File: src/rtl/pixel_pkg.sv
// rtl/pixel_pkg.sv - shared pixel types and defaults for the frame capture path
//
// Purpose: RGB444 word type, default active-area size, capture FSM state enum
// and the colour-reduction helper used by frame_sink.
// Ports: none (package).

package pixel_pkg;

  localparam int DEF_H_RES = 640;
  localparam int DEF_V_RES = 480;

  typedef struct packed {
    logic [3:0] r;
    logic [3:0] g;
    logic [3:0] b;
  } rgb444_t;

  typedef enum logic [1:0] {
    WAIT_SOF = 2'd0,
    CAPTURE  = 2'd1,
    DRAIN    = 2'd2
  } sink_state_t;

  // Takes the upper nibble of each 8-bit channel.
  function automatic rgb444_t to_rgb444(input logic [3:0] r_hi,
                                        input logic [3:0] g_hi,
                                        input logic [3:0] b_hi);
    rgb444_t px;
    px.r = r_hi;
    px.g = g_hi;
    px.b = b_hi;
    return px;
  endfunction

endpackage

File: src/rtl/pixel_fifo.sv
// rtl/pixel_fifo.sv - synchronous first-word-fall-through FIFO
//
// Purpose: holds address+colour words between the capture FSM and the writer.
// The head word is presented on data_o whenever empty_o is low.
// Ports:
//   clk_i, rst_i      clock, synchronous active-high reset (discards contents)
//   push_i, data_i    write request and word; accepted when not full, or when
//                     full and a pop happens in the same cycle
//   pop_i             consume head word (ignored when empty)
//   data_o            head word
//   full_o, empty_o   occupancy flags
//   count_o           number of stored words

module pixel_fifo #(
  parameter int WIDTH = 8,
  parameter int DEPTH = 16
) (
  input  logic                     clk_i,
  input  logic                     rst_i,
  input  logic                     push_i,
  input  logic [WIDTH-1:0]         data_i,
  input  logic                     pop_i,
  output logic [WIDTH-1:0]         data_o,
  output logic                     full_o,
  output logic                     empty_o,
  output logic [$clog2(DEPTH):0]   count_o
);

  localparam int PTRW = $clog2(DEPTH);
  localparam int CNTW = PTRW + 1;

  logic [WIDTH-1:0] mem_q [DEPTH];
  logic [PTRW-1:0]  wr_ptr_q, rd_ptr_q;
  logic [CNTW-1:0]  count_q;
  logic             do_push, do_pop;

  assign empty_o = (count_q == '0);
  assign full_o  = (count_q == CNTW'(DEPTH));
  assign do_pop  = pop_i && !empty_o;
  // A pop in the same cycle frees the slot, so a push into a full FIFO still lands.
  assign do_push = push_i && (!full_o || do_pop);
  assign data_o  = mem_q[rd_ptr_q];
  assign count_o = count_q;

  always_ff @(posedge clk_i) begin
    if (do_push) begin
      mem_q[wr_ptr_q] <= data_i;
    end
  end

  always_ff @(posedge clk_i) begin
    if (rst_i) begin
      wr_ptr_q <= '0;
      rd_ptr_q <= '0;
      count_q  <= '0;
    end else begin
      if (do_push) wr_ptr_q <= wr_ptr_q + 1'b1;
      if (do_pop)  rd_ptr_q <= rd_ptr_q + 1'b1;
      case ({do_push, do_pop})
        2'b10:   count_q <= count_q + 1'b1;
        2'b01:   count_q <= count_q - 1'b1;
        default: count_q <= count_q;
      endcase
    end
  end

endmodule

File: src/rtl/frame_sink.sv
// rtl/frame_sink.sv - pixel stream capture into framebuffer write words
//
// Purpose: registers sx/sy/de/rgb, reduces colour to RGB444, forms the linear
// address sy*H_RES+sx and queues address+data words for a memory writer.
// A WAIT_SOF/CAPTURE/DRAIN state machine tracks frame boundaries, pulses
// frame_done_out after the last word of a frame leaves, and counts drops.
// Optional feature macro FRAME_SINK_SUM_EN: 16-bit checksum of transferred
// words on frame_sum_out; when undefined frame_sum_out is constant 0.
// Ports:
//   clk_in, rst_in              pixel clock, synchronous active-high reset
//   sx_in, sy_in, de_in         screen position and data enable
//   r_in, g_in, b_in            8-bit colour
//   wr_valid_out, wr_ready_in   write word handshake
//   wr_addr_out, wr_data_out    framebuffer address, RGB444 {r,g,b}
//   frame_done_out              one-cycle pulse after last word of a frame
//   frame_err_out               sticky per frame: drop or early SOF
//   drop_count_out              saturating dropped-pixel count
//   frame_sum_out               frame checksum (see macro above)

module frame_sink
  import pixel_pkg::*;
#(
  parameter int CORDW      = 10,
  parameter int H_RES      = DEF_H_RES,
  parameter int V_RES      = DEF_V_RES,
  parameter int FIFO_DEPTH = 16,
  parameter int ADDRW      = $clog2(H_RES * V_RES)
) (
  input  logic             clk_in,
  input  logic             rst_in,
  input  logic [CORDW-1:0] sx_in,
  input  logic [CORDW-1:0] sy_in,
  input  logic             de_in,
  input  logic [7:0]       r_in,
  input  logic [7:0]       g_in,
  input  logic [7:0]       b_in,
  output logic             wr_valid_out,
  input  logic             wr_ready_in,
  output logic [ADDRW-1:0] wr_addr_out,
  output logic [11:0]      wr_data_out,
  output logic             frame_done_out,
  output logic             frame_err_out,
  output logic [15:0]      drop_count_out,
  output logic [15:0]      frame_sum_out
);

  localparam int WORDW = ADDRW + 12;
  localparam int CNTW  = $clog2(FIFO_DEPTH) + 1;

  // Input stage
  logic [CORDW-1:0] sx_q, sy_q;
  logic             de_q;
  rgb444_t          pix_q;
  logic             unused_lsbs;

  assign unused_lsbs = ^{r_in[3:0], g_in[3:0], b_in[3:0]};

  always_ff @(posedge clk_in) begin
    if (rst_in) begin
      sx_q  <= '0;
      sy_q  <= '0;
      de_q  <= 1'b0;
      pix_q <= '0;
    end else begin
      sx_q  <= sx_in;
      sy_q  <= sy_in;
      de_q  <= de_in;
      pix_q <= to_rgb444(r_in[7:4], g_in[7:4], b_in[7:4]);
    end
  end

  logic [ADDRW-1:0] pix_addr;
  logic             sof, eof;

  assign pix_addr = ADDRW'(sy_q) * ADDRW'(H_RES) + ADDRW'(sx_q);
  assign sof = de_q && (sx_q == '0) && (sy_q == '0);
  assign eof = de_q && (sx_q == CORDW'(H_RES - 1)) && (sy_q == CORDW'(V_RES - 1));

  // FIFO
  logic             push_req, pop, fifo_full, fifo_empty;
  logic [WORDW-1:0] fifo_dout;
  logic [CNTW-1:0]  fifo_count;

  pixel_fifo #(
    .WIDTH (WORDW),
    .DEPTH (FIFO_DEPTH)
  ) u_fifo (
    .clk_i   (clk_in),
    .rst_i   (rst_in),
    .push_i  (push_req),
    .data_i  ({pix_addr, pix_q}),
    .pop_i   (pop),
    .data_o  (fifo_dout),
    .full_o  (fifo_full),
    .empty_o (fifo_empty),
    .count_o (fifo_count)
  );

  assign wr_valid_out = !fifo_empty;
  assign pop          = wr_valid_out && wr_ready_in;
  assign wr_addr_out  = fifo_dout[WORDW-1:12];
  assign wr_data_out  = fifo_dout[11:0];

  // Capture FSM
  sink_state_t state_q, state_d;
  logic        restart, err_set, done_d, last_pop, drop;
  logic        done_q, err_q;
  logic [15:0] drop_q;

  assign last_pop = pop && (fifo_count == CNTW'(1));
  // A push lost to a full FIFO that is not also being popped.
  assign drop     = push_req && fifo_full && !pop;

  always_comb begin
    state_d  = state_q;
    push_req = 1'b0;
    restart  = 1'b0;
    err_set  = 1'b0;
    done_d   = 1'b0;
    unique case (state_q)
      WAIT_SOF: begin
        if (sof) begin
          push_req = 1'b1;
          restart  = 1'b1;
          state_d  = CAPTURE;
        end
      end
      CAPTURE: begin
        if (sof) begin
          // Early SOF: restart counters, keep words already queued.
          push_req = 1'b1;
          restart  = 1'b1;
          err_set  = 1'b1;
        end else if (de_q) begin
          push_req = 1'b1;
          if (eof) state_d = DRAIN;
        end
      end
      DRAIN: begin
        // Done is registered so it appears the cycle after the final transfer.
        if (last_pop || fifo_empty) begin
          done_d  = 1'b1;
          state_d = WAIT_SOF;
        end
      end
      default: state_d = WAIT_SOF;
    endcase
  end

  always_ff @(posedge clk_in) begin
    if (rst_in) begin
      state_q <= WAIT_SOF;
      done_q  <= 1'b0;
      err_q   <= 1'b0;
      drop_q  <= '0;
    end else begin
      state_q <= state_d;
      done_q  <= done_d;
      if (restart) begin
        drop_q <= drop ? 16'd1 : 16'd0;
        err_q  <= err_set || drop;
      end else if (drop) begin
        err_q <= 1'b1;
        if (drop_q != 16'hFFFF) drop_q <= drop_q + 16'd1;
      end
    end
  end

  assign frame_done_out = done_q;
  assign frame_err_out  = err_q;
  assign drop_count_out = drop_q;

`ifdef FRAME_SINK_SUM_EN
  logic [15:0] sum_q, sum_out_q, sum_next;

  assign sum_next = sum_q + (pop ? {4'd0, wr_data_out} : 16'd0);

  always_ff @(posedge clk_in) begin
    if (rst_in) begin
      sum_q     <= '0;
      sum_out_q <= '0;
    end else begin
      sum_q <= restart ? 16'd0 : sum_next;
      if (done_d) sum_out_q <= sum_next;
    end
  end

  assign frame_sum_out = sum_out_q;
`else
  assign frame_sum_out = 16'd0;
`endif

endmodule
File: config.mk
export PLATFORM = sky130hd
export DESIGN_NAME = frame_sink
export DESIGN_NICKNAME = d
export VERILOG_FILES = /design/src/rtl/pixel_pkg.sv /design/src/rtl/pixel_fifo.sv /design/src/rtl/frame_sink.sv
export SDC_FILE = /design/constraint.sdc
export NUM_CORES = 1
export LEC_CHECK = 0
export ABC_CLOCK_PERIOD_IN_PS = 7600
export BUFFER_PORTS_ARGS = -buffer_cell sky130_fd_sc_hd__buf_2
export CAP_MARGIN = 20
export CORE_ASPECT_RATIO = 2
export CORE_MARGIN = 2
export CORE_UTILIZATION = 30
export CTS_BUF_LIST = sky130_fd_sc_hd__clkbuf_16
export DETAILED_ROUTE_END_ITERATION = 7
export PLACE_DENSITY = 0.51
export SLEW_MARGIN = 10
export SYNTH_ARGS = -nofsm -noshare
export SYNTH_HDL_FRONTEND = slang
export SYNTH_SLANG_ARGS = --single-unit
export TNS_END_PERCENT = 30
File: constraint.sdc
create_clock -name clk_in -period 7.6 [get_ports clk_in]
set_clock_uncertainty 0.15 [all_clocks]
set_input_delay 0 -clock clk_in [delete_from_list [all_inputs] [get_ports clk_in]]
set_output_delay 0 -clock clk_in [all_outputs]
set_load 0.05 [all_outputs]
==> out/results.ini, run 1 <==
[status]
status = finished, final reports clean

[power_and_ir_drop]
p_leak_nw = 8.59
p_per_area_mw_per_mm2 = 265
vdd_ir_drop_max_mv = 0.174

[sta]
fmax_mhz = 254
setup_viol = 0
worst_pin_slew_ns = 1.06
maxSlewHeadroom_pct = 29.1
hold_viol_final = 0
rsz0062_at_grt = no
period_minus_slack_ns = 3.93
fin_setup_tns_ns = 0
period_share_pct = 51.7
drv_slew = 0

[cells_and_area]
fillers = 6871
drive_above_1_share_pct = 28.4
final_nets = 1377
layoutNonFillerInstCount = 2267
antenna_cells = 0
areaGrowthSynthToFinish_pct = 17.9

[worst_setup_path]
cp-start-kind = register
end_kind = primary output
worstSetupPathType = reg2out
crit_arrival_ns = 3.78
critPathMaxFanout = 43
cp.required_ns = 7.45
r2r-start = sx_q[4]

[floorplanning]
die_w_um = 197
coreArea_sq_mm = 0.0737
fp.dieH_um = 390
rows = 141
initial_core_util_pct = 30.2
die_area_sq_mm = 0.0767
ios = 114

[clock_network]
cts_max_level = 2
cts_tree = done
clk_path_buf_depth = 3
clock_latency_ns = 0.59
cts_root_buffer = clkbuf_16
cts.sinks = 566
clk_pin_slew_worst_paths_ns = 0.07
cts_buffers = 50
postCtsSetupBuffers = 0

[global_route]
antenna_found_initial = 1
use_met1_pct = 16.0
grtUsageTotal_pct = 13.6
grt_first_pass_wirelength_mm = 76.1
grt.met2_usage_pct = 25.6
overflow = 0
grt_max_degree = 59
use_met3_pct = 1.67
grt_busiest_layer = met2
grt_pass1_vias = 11800

[synth]
ys.flop_type = edfxtp_1
async_reset_ff_share_pct = 0
synth_warnings = 0
syn_area_sq_mm = 0.0223
postSynthCellCount = 1100
ys_ff_latch = 566
ys_seq_area_share_pct = 73.1
synth_edf_count = 496
avgSynthCellArea_sq_um = 20.3
yosysUniqueCellTypes = 58

[hold_path]
holdCritStartpoint = r_in[5]
min_path_type = in2reg

[placement]
placedCellCount = 2089
gp_congestion = 0.721
dp_hpwl_mm = 27.5
io_buffer_count = 85

[detailed_routing]
drcViolationCount = 0
routed_wl_mm = 51.7
avgViaCountPerCell = 4.90
wire_per_inst_um = 22.8
ant_nets = 0
via_count = 11100
drt_pre_antenna_iters = 4
first_iter_violations = 887

[job]
max_cap_violations = 0

## per-stage QoR
stage / hold WS (ns) / total power, mW / utilization [%] / instance area (sq um) / setup WS, ns
after floorplan: -0.0218 / 4.39 / - / 22400 / 2.13
after global placement: 0.0719 / 4.62 / 32.4 / 23900 / 3.73
after detailed placement: 0.0636 / 4.63 / 32.4 / 23900 / 3.68
after CTS: 0.0940 / 7.08 / 35.6 / 26300 / 3.45
after global routing: 0.132 / 7.24 / 35.7 / 26300 / 3.36
final: 0.131 / 6.97 / 35.7 / 26300 / 3.67
## metal layers
metal	share of wire (%)	vias to the layer above
met2	55	253
li1	-	4856
met3	3.2	63
met4	2.3	0
met1	40	5941
met5	0	-
## cells in the final DEF (no fill, tap or decap), types with 8 or more instances in the layout
master	synthesis	layout
edfxtp_1	496	496
mux4_2	155	155
buf_2	12	85
dlygate4sd3_1	0	83
dfxtp_1	70	66
clkbuf_16	0	51
nor2b_1	36	36
nor2_1	38	34
ha_1	30	30
buf_4	16	29
inv_1	12	24
nand2_1	19	19
xor2_1	19	18
conb_1	1	16
a21oi_1	14	14
o21ai_0	13	13
nand3_1	12	12
nand4_1	11	11
nor3_1	12	10
xnor2_1	11	9
clkinv_2	0	8
clkinv_1	0	8
## critical path: stages, from the launching register on
cell     delay [ns]
dfxtp_4        0.91
buf_4          0.82
mux4_2         0.60
mux4_2         0.55
buf_2          0.24
## state kept, by name, indices dropped and copies added, names as in the netlist, 2 cells and up, named ones only
name and flops:
sy_q 10, u_fifo.rd_ptr_q 4, state_q 2, u_fifo.mem_q 496
u_fifo.count_o 5, sx_q 10, pix_q 12, drop_count_out 16
u_fifo.wr_ptr_q 4
## synthesized netlist by cell type, drive strengths merged (3+ instances only)
master	instances	area, sq um
o211ai	4	30.0
ha	30	375
dfxtp	70	1400
xor2	19	166
nand4b	3	38.8
nor4b	7	82.6
or2	3	18.8
nand2	19	71.3
nor4	8	77.6
and3	8	50.1
clkbuf	34	128
xnor2	11	96.3
o21a	3	30.0
nand3	12	60.1
buf	33	199
inv	13	48.8
nor2b	36	225
a211oi	4	42.5
nand4	11	68.8
nor3	12	60.1
or3	5	31.3
o2111ai	5	43.8
o21ai	13	65.1
mux2i	3	30.0
edfxtp	496	14900
or4	3	22.5
a21o	3	22.5
a21oi	14	70.1
nor2	39	149
mux4	155	3490
## final timing paths
kind / slack, ns / cells after the start / to
worst min-delay path: 0.13 / 3 / pix_q[9]
worst max register to register: 3.82 / 8 / u_fifo.mem_q[11][13]
worst max-delay path: 3.67 / 4 / wr_addr_out[8]
worst min register to register: 0.35 / 2 / u_fifo.wr_ptr_q[1]
## report_power, final
part / internal (mW) / leakage [nW] / switching [mW]
sequential: 3.43 / 5.22 / 0.0996
clock: 1.29 / 0.791 / 1.12
combinational: 0.494 / 2.58 / 0.534
total: 5.21 / 8.59 / 1.76
## cells by family (layout without fill, tap and decap cells)
| family | Yosys count | in the layout | share of synthesized area [%] |
|---|---|---|---|
| buf+inv | 80 | 303 | 1.68 |
| flops | 566 | 566 | 73.1 |
| xor+xnor | 30 | 30 | 1.18 |
| compound gates | 58 | 58 | 1.80 |
| fa+ha+maj | 32 | 32 | 1.86 |
| mux | 158 | 158 | 15.8 |
| simple gates | 175 | 175 | 4.59 |
| other cells | 1 | 16 | 0.0168 |
## timing repair
action                    4_1_cts  5_1_grt
hold endpoints to repair       53        0
hold buffers                   83        0
resized for setup               0        0
## area by class of cell
type | instances | area, sq um | share of cell area [%]
Clock buffer | 51 | 1280 | 4.85
Inverter | 13 | 48.8 | 0.186
Tap cell | 929 | 1160 | 4.42
Timing Repair Buffer | 197 | 1470 | 5.60
Sequential cell | 566 | 16300 | 62.0
Multi-Input combinational cell | 469 | 5780 | 22.0
Clock inverter | 42 | 248 | 0.942
(Power assumes the default switching activity.)
==> inputs of run 2 (changes only) <==
Settings changed: ABC_AREA set to 1, ABC_CLOCK_PERIOD_IN_PS 7600 to 3600, PLACE_DENSITY 0.51 to 0.52.
Clock period 7.6 ns to 3.6 ns, I/O delays scaled along.
==> out/results.ini, run 2 <==
[sta]
drv_slew = 0  ; unchanged
fmax_mhz = 316
period_share_pct = 87.9
hold_viol_final = 0  ; unchanged
rsz0062_at_grt = no
maxSlewHeadroom_pct = 40.0  ; +11 points
whs_ns = 0.0162  ; -0.115 ns
fin_ws_ns = 0.437  ; -3.23 ns
period_minus_slack_ns = 3.16
setup_viol = 0  ; unchanged
worst_pin_slew_ns = 0.900  ; -0.159 ns
fin_setup_tns_ns = 0  ; unchanged

[synth]
ys.flop_type = edfxtp_1
async_reset_ff_share_pct = 0  ; unchanged
synth.area.top_cells = edfxtp_1 (62%), dfxtp_1 (5.9%), mux2i_1 (5.2%), o211ai_1 (3.9%), inv_1 (3.3%)
synth.most_common_cell = edfxtp_1
ys_seq_area_share_pct = 68.1  ; -5.0 points
postSynthCellCount = 1900  ; +73%
yosysUniqueCellTypes = 44  ; -24%
syn_area_sq_mm = 0.0239  ; +7.4%
synth_edf_count = 496  ; unchanged
avgSynthCellArea_sq_um = 12.6  ; -38%
ys_top_cells_by_count = edfxtp_1 (496), inv_1 (212), o21ai_0 (154), a21oi_1 (142), nand2_1 (131)
synth.largest_area_cell = edfxtp_1
ys_ff_latch = 566  ; unchanged
synth_warnings = 0  ; unchanged
yosysTopAreaCellShare_pct = 62.2  ; -4.6 points

[detailed_routing]
wl_met2_mm = 32.7  ; +15%
highest_layer = met4
wire_per_inst_um = 19.6  ; -14%
wl_met1_mm = 23.7  ; +16%
drt_pre_antenna_iters = 4  ; unchanged
route.met3.wl_mm = 2.24  ; +34%
drcViolationCount = 0  ; unchanged
first_iter_violations = 950  ; +7.1%
ant_nets = 0  ; unchanged
routed_wl_mm = 61.1  ; +18%
avgViaCountPerCell = 4.77  ; -2.7%
via_count = 14900  ; +34%

[cells_and_area]
layout_commonest_cell = edfxtp_1
largest_reg_flops = 496  ; unchanged
stdcell_area_sq_mm = 0.0278  ; +5.8%
antenna_cells = 0  ; unchanged
top_register = u_fifo.mem_q
mostFrequentLayoutCells = edfxtp_1 (496), inv_1 (223), o21ai_0 (154)
final_nets = 2125  ; +54%
fillers = 7661  ; +11%
drive_above_1_share_pct = 13.8  ; -15 points
areaGrowthSynthToFinish_pct = 16.2

[power_and_ir_drop]
swShare_pct = 29.8  ; +4.6 points
vdd_ir_drop_max_mv = 0.309  ; +77%
p_leak_nw = 9.63  ; +12%
internal-power_mw = 11.2  ; +110%
p_seq_share_pct = 46.4  ; -4.3 points
p_per_area_mw_per_mm2 = 573  ; +120%
power_mw = 15.9  ; +130%
p_clk_share_pct = 32.5  ; -2.1 points
share_comb_of_total_power_pct = 21.1  ; +6.3 points
switchingPower_mw = 4.75  ; +170%

[worst_setup_path]
cp-start-kind = register
critPathMaxFanout = 16  ; -63%
end_kind = register
reg2reg_slack_ns = 0.44  ; -3.38 ns
worstSetupPathType = reg2reg
crit_arrival_ns = 3.20  ; -0.58 ns
cp.required_ns = 3.64  ; -3.81 ns

[clock_network]
postCtsSetupBuffers = 0  ; unchanged
cts_max_level = 2  ; unchanged
clk_pin_slew_worst_paths_ns = 0.06  ; about the same
cts.sinks = 566  ; unchanged
cts_root_buffer = clkbuf_16
clk_path_buf_depth = 3  ; unchanged
clock_latency_ns = 0.59  ; about the same
cts_buffers = 48  ; -4.0%
cts_tree = done

[floorplanning]
ios = 114  ; unchanged
coreArea_sq_mm = 0.0791  ; +7.3%
die_area_sq_mm = 0.0822  ; +7.2%
fp.dieH_um = 403  ; +3.6%
die_w_um = 204  ; +3.5%
rows = 146  ; +3.5%
initial_core_util_pct = 30.3  ; about the same

[global_route]
overflow = 0  ; unchanged
antenna_found_initial = 1  ; unchanged
grt_pass1_vias = 15300  ; +30%
grt_max_degree = 91  ; +54%
grt_first_pass_wirelength_mm = 91.4  ; +20%
grtUsageTotal_pct = 14.8  ; +1.2 points

[placement]
pre_cts_ws_ns = 0.396  ; -3.28 ns
placed_area_sq_mm = 0.0258  ; +8.0%
dp_hpwl_mm = 36.3  ; +32%
gp_congestion = 0.803  ; +11%
io_buffer_count = 85  ; unchanged

[hold_path]
min_path_type = in2reg

[job]
max_cap_violations = 0  ; unchanged

[status]
status = finished, final reports clean

==> run 2: worst paths after layout <==
kind,cells after the start,end,from
worst max-delay path,12,u_fifo.mem_q[4][30],sy_q[1]
worst min-delay path,4,sy_q[0],sy_in[0]
worst min register to register,2,drop_count_out[15],drop_count_out[15]
worst max register to register,12,u_fifo.mem_q[4][30],sy_q[1]
==> run 2: critical path, stage by stage, from the launching register on <==
cell	delay [ns]
dfxtp_1	0.42
ha_1	0.27
ha_1	0.23
fa_1	0.60
inv_1	0.05
nor2_1	0.15
nand2_1	0.09
nor2_2	0.15
inv_1	0.06
nor2_1	0.13
nand3_1	0.08
nand2_1	0.06
nand2_1	0.32
==> run 2: per-stage QoR <==
stage,util [%],instances
6_report,35.2,3120
5_1_grt,35.2,3120
4_1_cts,35.2,3120
3_5_place_dp,32.6,2984
3_3_place_gp,32.6,2983
2_1_floorplan,-,1915
==> run 2: layout make-up <==
type / count / area (sq um) / share of cell area, %
clock buffer: 48 / 1200 / 4.32
inverter: 218 / 821 / 2.95
clock inverter: 41 / 334 / 1.20
tap: 1036 / 1300 / 4.66
sequential: 566 / 16300 / 58.6
timing repair buffer: 194 / 1460 / 5.25
multi-input combinational: 1017 / 6400 / 23.0
==> run 2: power by group through the flow <==
stage                     Clock [mW]  Sequential [mW]  Combinational (mW)
final                           5.18             7.40                3.37
after global routing            5.51             7.41                3.70
after CTS                       5.30             7.40                3.42
after detailed placement           0             7.55                3.37
after global placement             0             7.54                3.32
after floorplan                    0             7.44                2.63
==> run 2: cells by family after synthesis <==
kind of cell / synth area share (%)
flops: 68.1
compound gates: 11.0
simple gates: 7.10
buf+inv: 5.93
mux: 5.18
fa+ha+maj: 1.74
xor+xnor: 0.915
other cells: 0.0157
==> run 2: timing repair <==
| item | in CTS | in global routing |
|---|---|---|
| resized for setup | 0 | 0 |
| hold buffers | 47 | 0 |
| endpoints found under the hold margin | 68 | 0 |
==> run 2: routing by layer <==
layer / vias to the layer above / global-route usage, %
li1: 7066 / -
met3: 121 / 1.60
met2: 326 / 28.1
met4: 0 / 6.31
met5: - / 0
met1: 7373 / 16.4
